`config.mk`:
```
export PLATFORM = sky130hd
export DESIGN_NAME = alu_seq_unit
export DESIGN_NICKNAME = d
export VERILOG_FILES = /design/src/rtl/alu_seq_unit.sv
export SDC_FILE = /design/constraint.sdc
export NUM_CORES = 1
export LEC_CHECK = 0
export CORE_UTILIZATION = 55
export DETAILED_ROUTE_END_ITERATION = 12
export MAX_ROUTING_LAYER = met4
export PLACE_DENSITY = 0.74
export SETUP_SLACK_MARGIN = 0.3
export SYNTH_ARGS = -nofsm -noshare
export SYNTH_HDL_FRONTEND = slang
export SYNTH_SLANG_ARGS = --single-unit
```
`constraint.sdc`:
```
create_clock -name clk -period 3.8 [get_ports clk]
set_clock_uncertainty 0.1 [all_clocks]
set_input_delay 0.57 -clock clk [delete_from_list [all_inputs] [get_ports clk]]
set_output_delay 0.57 -clock clk [all_outputs]
set_load 0.02 [all_outputs]
```
`src/rtl/alu_seq_unit.sv`:
```
// Multi-cycle 12-bit integer execution unit with valid/ready request and response ports.
// Add/sub/compare finish in one calculate cycle; multiply is an iterative shift-add over WIDTH cycles.
module alu_seq_unit #(
   parameter int WIDTH = 12
) (
   input  logic             clk,
   input  logic             rst,
   input  logic             req_valid,
   output logic             req_ready,
   input  logic [2:0]       req_opcode,
   input  logic [WIDTH-1:0] req_a,
   input  logic [WIDTH-1:0] req_b,
   output logic             rsp_valid,
   input  logic             rsp_ready,
   output logic [WIDTH-1:0] rsp_result,
   output logic             rsp_ovf,
   output logic             rsp_err,
   output logic             busy
);

   localparam int CW = $clog2(WIDTH);

   localparam logic [2:0] OP_ADD  = 3'b001;
   localparam logic [2:0] OP_SUB  = 3'b010;
   localparam logic [2:0] OP_UMUL = 3'b011;
   localparam logic [2:0] OP_SMUL = 3'b100;
   localparam logic [2:0] OP_CMP  = 3'b111;

   typedef enum logic [1:0] {
      IDLE,
      CALC,
      DONE
   } state_t;

   state_t state, state_next;

   logic [2:0]         op_q;
   logic [WIDTH-1:0]   a_q, b_q;
   logic [CW-1:0]      cnt;
   logic [2*WIDTH-1:0] acc, mcand, acc_next, prod;
   logic [WIDTH-1:0]   mplier;
   logic               neg;

   logic               accept, req_mul, req_smul, op_mul;
   logic               a_neg, b_neg;
   logic [WIDTH-1:0]   mag_a, mag_b;
   logic [WIDTH:0]     sum, diff;
   logic [WIDTH-1:0]   result_next;
   logic               ovf_next, err_next;

   assign accept    = req_valid && req_ready;
   assign req_mul   = (req_opcode == OP_UMUL) || (req_opcode == OP_SMUL);
   assign req_smul  = (req_opcode == OP_SMUL);
   assign op_mul    = (op_q == OP_UMUL) || (op_q == OP_SMUL);

   // Signed multiply runs on magnitudes; the most negative value maps to its unsigned magnitude.
   assign a_neg = req_smul && req_a[WIDTH-1];
   assign b_neg = req_smul && req_b[WIDTH-1];
   assign mag_a = a_neg ? (~req_a) + WIDTH'(1) : req_a;
   assign mag_b = b_neg ? (~req_b) + WIDTH'(1) : req_b;

   assign req_ready = (state == IDLE);
   assign rsp_valid = (state == DONE);
   assign busy      = (state != IDLE);

   always_ff @(posedge clk) begin
      if (rst) state <= IDLE;
      else     state <= state_next;
   end

   always_comb begin
      state_next = state;
      case (state)
         IDLE:    if (accept) state_next = CALC;
         CALC:    if (!op_mul || cnt == '0) state_next = DONE;
         DONE:    if (rsp_ready) state_next = IDLE;
         default: state_next = IDLE;
      endcase
   end

   // prod is only meaningful on the final multiply iteration, when it includes the last partial product.
   always_comb begin
      acc_next    = acc + (mplier[0] ? mcand : '0);
      prod        = neg ? (~acc_next) + (2*WIDTH)'(1) : acc_next;
      sum         = {1'b0, a_q} + {1'b0, b_q};
      diff        = {1'b0, a_q} - {1'b0, b_q};
      result_next = '0;
      ovf_next    = 1'b0;
      err_next    = 1'b0;
      case (op_q)
         OP_ADD: begin
            result_next = sum[WIDTH-1:0];
            ovf_next    = sum[WIDTH];
         end
         OP_SUB: begin
            result_next = diff[WIDTH-1:0];
            ovf_next    = diff[WIDTH];
         end
         OP_UMUL: begin
            result_next = prod[WIDTH-1:0];
            ovf_next    = |prod[2*WIDTH-1:WIDTH];
         end
         OP_SMUL: begin
            result_next = prod[WIDTH-1:0];
            ovf_next    = (|prod[2*WIDTH-1:WIDTH-1]) && !(&prod[2*WIDTH-1:WIDTH-1]);
         end
         OP_CMP: begin
            if (a_q == b_q)                        result_next = '0;
            else if ($signed(a_q) > $signed(b_q))  result_next = WIDTH'(1);
            else                                   result_next = '1;
         end
         default: err_next = 1'b1;
      endcase
   end

   always_ff @(posedge clk) begin
      if (rst) begin
         op_q       <= '0;
         a_q        <= '0;
         b_q        <= '0;
         cnt        <= '0;
         acc        <= '0;
         mcand      <= '0;
         mplier     <= '0;
         neg        <= 1'b0;
         rsp_result <= '0;
         rsp_ovf    <= 1'b0;
         rsp_err    <= 1'b0;
      end else begin
         case (state)
            IDLE: begin
               if (accept) begin
                  op_q   <= req_opcode;
                  a_q    <= req_a;
                  b_q    <= req_b;
                  cnt    <= req_mul ? CW'(WIDTH-1) : '0;
                  acc    <= '0;
                  mcand  <= {{WIDTH{1'b0}}, mag_a};
                  mplier <= mag_b;
                  neg    <= a_neg ^ b_neg;
               end
            end
            CALC: begin
               if (op_mul) begin
                  acc    <= acc_next;
                  mcand  <= mcand << 1;
                  mplier <= mplier >> 1;
                  if (cnt != '0) cnt <= cnt - CW'(1);
               end
               if (state_next == DONE) begin
                  rsp_result <= result_next;
                  rsp_ovf    <= ovf_next;
                  rsp_err    <= err_next;
               end
            end
            default: ;
         endcase
      end
   end

endmodule

```
---- After elaboration in Yosys (flattened, before gate mapping) ----
Index checks and enable logic that the tools add are counted.
word-level totals
  flip-flop bits (word level) ............. 108
  input bits .............................. 31
  logic and storage cells ................. 88
operators by class
  add/sub/neg operators ................... 7
  equality and inequality tests ........... 14
  muxes and demuxes ....................... 27
  reductions and logical operators ........ 23
  bitwise operators ....................... 4
  magnitude comparators ................... 1
operators with widths
  operator                                              number
  2-to-1 mux 24 bit                                     6
  one-hot mux 24 bit (2 select lines)                   2
  2-to-1 mux 12 bit                                     6
  one-hot mux 12 bit (4 select lines)                   1
  adder 12 x 1 -> 12 bit (second input constant)        2
  adder 24 x 1 -> 24 bit (second input constant)        1
  adder 24 bit                                          1
  inverter 12 bit                                       2
  inverter 24 bit                                       1
  one-hot mux 12 bit (2 select lines)                   1
  2-to-1 mux 4 bit                                      4
  adder 12 x 12 -> 13 bit                               1
  AND reduction 13 bit                                  1
  OR reduction 13 bit                                   1
  subtractor 12 x 12 -> 13 bit                          1
  equality test 12 bit                                  1
  > comparator 12 bit                                   1
  OR reduction 12 bit                                   1
  equality test 3 x 2 -> 1 bit (second input constant)  3
  equality test 3 bit (second input constant)           3
  one-hot mux 4 bit (2 select lines)                    1
  2-to-1 mux 2 bit                                      3
  one-hot mux 2 bit (3 select lines)                    1
  OR reduction 5 bit                                    1
  other kinds (20)                                      30

---- Longest topological paths before layout ----
  depth in word-level cells ............... 9
  depth in mapped cells ................... 16

---- Worst setup path before layout ----
Ideal clock, no wire load.
  path kind ............................... reg2reg
  from .................................... register mplier[0]
  to ...................................... register rsp_ovf
  library setup time ...................... 0.134 ns
  cell stages (with the launch flop) ...... 17
  path buffers ............................ 2
  required time ........................... 3.566 ns
  clock period less this slack ............ 4.201 ns
  slack ................................... -0.401 ns
  arrival time ............................ 3.967 ns
  path through ............................ dfxtp_1 -> clkbuf_1 -> and2_1 -> ha_1 -> fa_1 -> a211oi_2 -> o31a_1 -> buf_4 -> a211oi_2 -> or4_1 -> a21oi_1 -> nand4_1 -> or4_4 -> o21ai_2 -> xor2_1 -> nor4_1 -> a211oi_1
on the way
  word-level cells in the longest chain between the ends .. 9
  elaborated cells between the ends (all ways) .. 11
ends and longest elaborated chain
  element                                 line  RTL
  start: declaration                      41    logic [WIDTH-1:0] mplier;
  start signal: assignment                139   mplier <= mag_b;
  start signal: assignment                147   mplier <= mplier >> 1;
  2-to-1 mux 24 bit (*)                   83    acc_next = acc + (mplier[0] ? mcand : '0);
  adder 24 bit (*)                        83
  inverter 24 bit                         84    prod = neg ? (~acc_next) + (2*WIDTH)'(1) : acc_next;
  adder 24 x 1 -> 24 bit                  84
  2-to-1 mux 24 bit (*)                   84
  AND reduction 13 bit                    105   ovf_next = (|prod[2*WIDTH-1:WIDTH-1]) && !(&prod[2*WIDTH-1:WIDTH-1]);
  logical NOT 1 bit                       105
  logical AND 1 bit                       105
  one-hot mux 1 bit (4 select lines) (*)  90    case (op_q)
  end signal: assignment                  152   rsp_ovf <= ovf_next;
  end: declaration                        16    output logic rsp_ovf,
Every way passes the cells marked *; elsewhere a longest branch is shown, timed or not.
A chain may end at the register's enable or synchronous reset.

---- Worst setup path after layout ----
Ends and elaborated chain as after synthesis.

==> metrics.log <==
[metrics] met1 track demand over resource: 47.0%
[metrics] clock slew seen by the registers of the worst setup and hold paths: 80 ps
[metrics] run status: finished, violations left
[metrics] CP required: 3950 ps
[metrics] Worst Setup Path Type: flop to flop
[metrics] cell class contributing the biggest share of worst-path delay: simple AND/OR/NAND/NOR gates
[metrics] critical path buffer and inverter count: 2
[metrics] path class of the lowest-slack min-delay path: flop to flop
[metrics] remaining global-route overflow: 0
[metrics] initial DRC count: 837
[metrics] clock insertion delay at the later pin of the skew report: 370 ps
[metrics] Initial Utilization: 57.2%
[metrics] number of enable-type register cells in the synthesized netlist: 0
[metrics] number of primary I/O pins: 48
[metrics] number of vias after detailed routing: 8991
[metrics] remaining number of nets flagged by the antenna check after routing: 0
[metrics] standard cell with the maximum stage delay on the critical path: sky130_fd_sc_hd__or4_4
[metrics] Syn Nets: 1248
[metrics] initial antenna violation count: 1
[metrics] DRC viols: 2
[metrics] Crit path arrival time: 3990 ps
[metrics] power per unit of standard cell area: 298 nW/um^2
[metrics] Final WS setup: -39.3 ps
[metrics] cell breakdown of the critical path: and2_4, ha_4, fa_2, a211oi_2, o31a_1, a211oi_2, or4_4, a21oi_4, nand4_1, buf_4, o21ai_2, xor2_1, buf_4, nand3_1, nor4_1, a211oi_1
[metrics] met2 routing resource usage after global routing: 49.7%
[metrics] timing startpoint of the critical path: mplier[0]
[metrics] final hold violation count: 0
[metrics] first-pass GRT wire length: 41300 um
[metrics] VDD IR-drop max: 0.217 mV
[metrics] Commonest cells post-synth: sky130_fd_sc_hd__nand2_1 (180), sky130_fd_sc_hd__a21oi_1 (145), sky130_fd_sc_hd__dfxtp_1 (108), sky130_fd_sc_hd__nor2_1 (82), sky130_fd_sc_hd__clkbuf_1 (64)
[metrics] max-slew violations: 0
[metrics] fraction of post-synthesis cell area in the top cell type by area: 25.7%
[metrics] height of the chip: 126 um
[metrics] netlist area before placement: 8400 um^2
[metrics] clock tree from TritonCTS: done
[metrics] share of cells above drive strength 1: 14.5%
[metrics] number of buffers on the longest clock path: 2
[metrics] clk sinks: 108
[metrics] Die Outline Area: 15800 um^2
[metrics] asr flop ratio synth: 0%
[metrics] post-synth cell types: 80
[metrics] top post-synthesis cells by area: sky130_fd_sc_hd__dfxtp_1 (26%), sky130_fd_sc_hd__a21oi_1 (8.6%), sky130_fd_sc_hd__nand2_1 (8.0%)
[metrics] final estimated routing congestion in global placement: 0.939
[metrics] number of standard-cell rows in the floorplan: 44
[metrics] placeable core region: 14700 um^2
[metrics] capturing element type of the critical path: flop
[metrics] worst hold path startpoint: rsp_result[3]
[metrics] TritonCTS Buffers: 9
[metrics] Yosys warnings: 0
[metrics] worst-margin pin slew: 748 ps
[metrics] global routing's busiest layer: met2
[metrics] dominant cell by count in the synthesized netlist: sky130_fd_sc_hd__nand2_1
[metrics] cell type with the highest aggregate area in the netlist: sky130_fd_sc_hd__dfxtp_1
[metrics] drt total wl: 25600 um
[metrics] fmax: 0.260 GHz
[metrics] normalized max-slew margin: 50.1%
[metrics] Nets: 1326
[metrics] destination of the worst hold path: rsp_result[3]
[metrics] pin count of the biggest net entering global routing: 60
[metrics] vias in the first global route: 8099
[metrics] clock tree root driver cell: sky130_fd_sc_hd__clkbuf_16
[metrics] reported leakage power: 4.01 nW
[metrics] Post-Route Utilization: 68.9%
[metrics] cell count of the worst hold path: 2
[metrics] largest stage delay on the critical path: 520 ps
[metrics] met3 track demand over resource in global routing: 4.71%
[metrics] min Tclk post-route: 3840 ps
[metrics] Reg-to-Reg End: rsp_ovf
[metrics] mean instance size in the synthesized netlist: 7.23 um^2
[metrics] total half-perimeter wirelength after legalization and detailed placement: 18500 um
[metrics] sequential-to-total area share from yosys stat: 25.7%
[metrics] total cell area at the placement stage: 9470 um^2
[metrics] 1st-pass router iterations: 9
[metrics] Final Power: 3.02 mW
[metrics] number of synthesized register bits: 108
[metrics] crit share post-route: 101%
[metrics] width of the die: 126 um
[metrics] setup TNS: -39.3 ps
[metrics] failing checks: DRC, setup timing
[metrics] Worst Path Max Fanout: 4
[metrics] Total GRT Usage: 33.5%
[metrics] Setup Viol. Count Final: 1
[metrics] count of input and output buffers: 47
[metrics] number of cells on the worst reg-to-reg path: 16
[metrics] average wire length per cell after detail routing: 17.9 um
[metrics] H-tree depth reported by CTS: 3
[metrics] final instance area: 10100 um^2
[metrics] Synth-to-Final Area Change: 20.5%
[metrics] instance count of the mapped netlist: 1162
[metrics] CP startpoint kind: flop
[metrics] setup repair after global routing missed its margin: true
[metrics] dominant register cell in the synthesized netlist: sky130_fd_sc_hd__dfxtp_1
[metrics] routed via count divided by cell count: 6.29
[metrics] pre-CTS setup slack: -63.2 ps
[metrics] r2r startpoint: mplier[0]
[metrics] worst reg-to-reg setup slack: -40 ps
[metrics] count of max-cap constraint violations: 0
[cell type report]
type / count / area, um^2
repair buffers: 146 / 1230
well taps: 184 / 230
clock inverters: 5 / 58.8
multi-input cells: 937 / 6050
flip-flops and latches: 108 / 2160
inverters: 38 / 143
diodes: 1 / 2.50
fillers: 1263 / 4580
clock buffers: 11 / 243
[report_power, final]
| part | internal, mW | switching [mW] | total, mW |
|---|---|---|---|
| logic | 0.318 | 0.459 | 0.776 |
| clock network | 0.532 | 0.476 | 1.01 |
| registers | 1.18 | 0.0494 | 1.23 |
| total | 2.03 | 0.984 | 3.02 |
[layout by cell type (no fill, tap or decap), types with 6 or more instances in the layout]
| cell type | n |
|---|---|
| sky130_fd_sc_hd__buf_6 | 6 |
| sky130_fd_sc_hd__o21ai_0 | 43 |
| sky130_fd_sc_hd__o31ai_1 | 6 |
| sky130_fd_sc_hd__and3_1 | 8 |
| sky130_fd_sc_hd__nand4_1 | 7 |
| sky130_fd_sc_hd__clkdlybuf4s50_1 | 46 |
| sky130_fd_sc_hd__nor3_1 | 24 |
| sky130_fd_sc_hd__a211oi_1 | 12 |
| sky130_fd_sc_hd__a21o_1 | 13 |
| sky130_fd_sc_hd__xnor2_1 | 21 |
| sky130_fd_sc_hd__and2_1 | 37 |
| sky130_fd_sc_hd__ha_1 | 44 |
| sky130_fd_sc_hd__dfxtp_1 | 106 |
| sky130_fd_sc_hd__o21bai_1 | 12 |
| sky130_fd_sc_hd__o211ai_1 | 18 |
| sky130_fd_sc_hd__mux2i_1 | 6 |
| sky130_fd_sc_hd__a21oi_2 | 6 |
| sky130_fd_sc_hd__xor2_1 | 19 |
| sky130_fd_sc_hd__buf_4 | 94 |
| sky130_fd_sc_hd__a31oi_1 | 15 |
| sky130_fd_sc_hd__a221o_1 | 7 |
| sky130_fd_sc_hd__nand3_1 | 54 |
| sky130_fd_sc_hd__inv_1 | 38 |
| sky130_fd_sc_hd__nand2_1 | 180 |
| sky130_fd_sc_hd__nor2b_1 | 13 |
| sky130_fd_sc_hd__a221oi_1 | 8 |
| sky130_fd_sc_hd__or3_1 | 13 |
| sky130_fd_sc_hd__nand2b_1 | 11 |
| sky130_fd_sc_hd__o22ai_1 | 10 |
| sky130_fd_sc_hd__nor2_1 | 78 |
| sky130_fd_sc_hd__a21oi_1 | 142 |
| sky130_fd_sc_hd__clkbuf_16 | 9 |
| sky130_fd_sc_hd__ha_4 | 7 |
| sky130_fd_sc_hd__a311oi_1 | 7 |
[per-stage QoR]
stage | hold slack (ps) | cells
6_report | 351 | 1430
5_1_grt | 369 | 1430
4_1_cts | 354 | 1424
2_1_floorplan | 332 | 1162
3_5_place_dp | 345 | 1400
3_3_place_gp | 339 | 1400
[how the worst max path moves through the flow]
stage	end	slack [ps]	cells past startpoint
after global placement	rsp_ovf	-3	14
after CTS	rsp_ovf	10	15
after global routing	rsp_ovf	-210	16
after detailed placement	rsp_ovf	-60	14
after floorplan	rsp_ovf	-70	16
final	rsp_ovf	-40	16
[cell families after synthesis]
family / after synthesis / synth area share, %
muxes: 7 / 0.849
xor gates and xnor gates: 43 / 4.48
DFF: 108 / 25.7
and+or+nand+nor: 465 / 26.5
buffers and inverters: 117 / 5.59
adders and majority gates: 55 / 8.46
AOI/OAI and AO/OA: 367 / 28.4
[registers in the layout (all words and copies together) (netlist names)]
register,count
state,2
acc,24
rsp_ovf,1
a_q,12
cnt,4
neg,1
rsp_err,1
b_q,12
rsp_result,12
op_q,3
mplier,12
mcand,24
[metal layers]
layer  share of wire [%]  vias to the layer above
met5                   0                        -
met4                 1.3                        0
met3                 8.1                       26
met2                  44                      412
met1                  47                     4231
li1                    -                     4322
[worst min-delay path, cell delays in order (launching register included)]
cell and delay [ps]:
sky130_fd_sc_hd__dfxtp_1 310, sky130_fd_sc_hd__nand2_1 50, sky130_fd_sc_hd__a21oi_1 50
[repair_timing]
action | 4_1_cts | 5_1_grt
resized for setup | 23 | 21
hold buffers | 0 | 0
gates cloned | 0 | 0
endpoints found under the hold margin | 0 | 0
setup buffers | 8 | 5
pin swaps | 18 | 8
endpoints found under the setup margin | 2 | 6
Power figures use the tool's default switching activity.
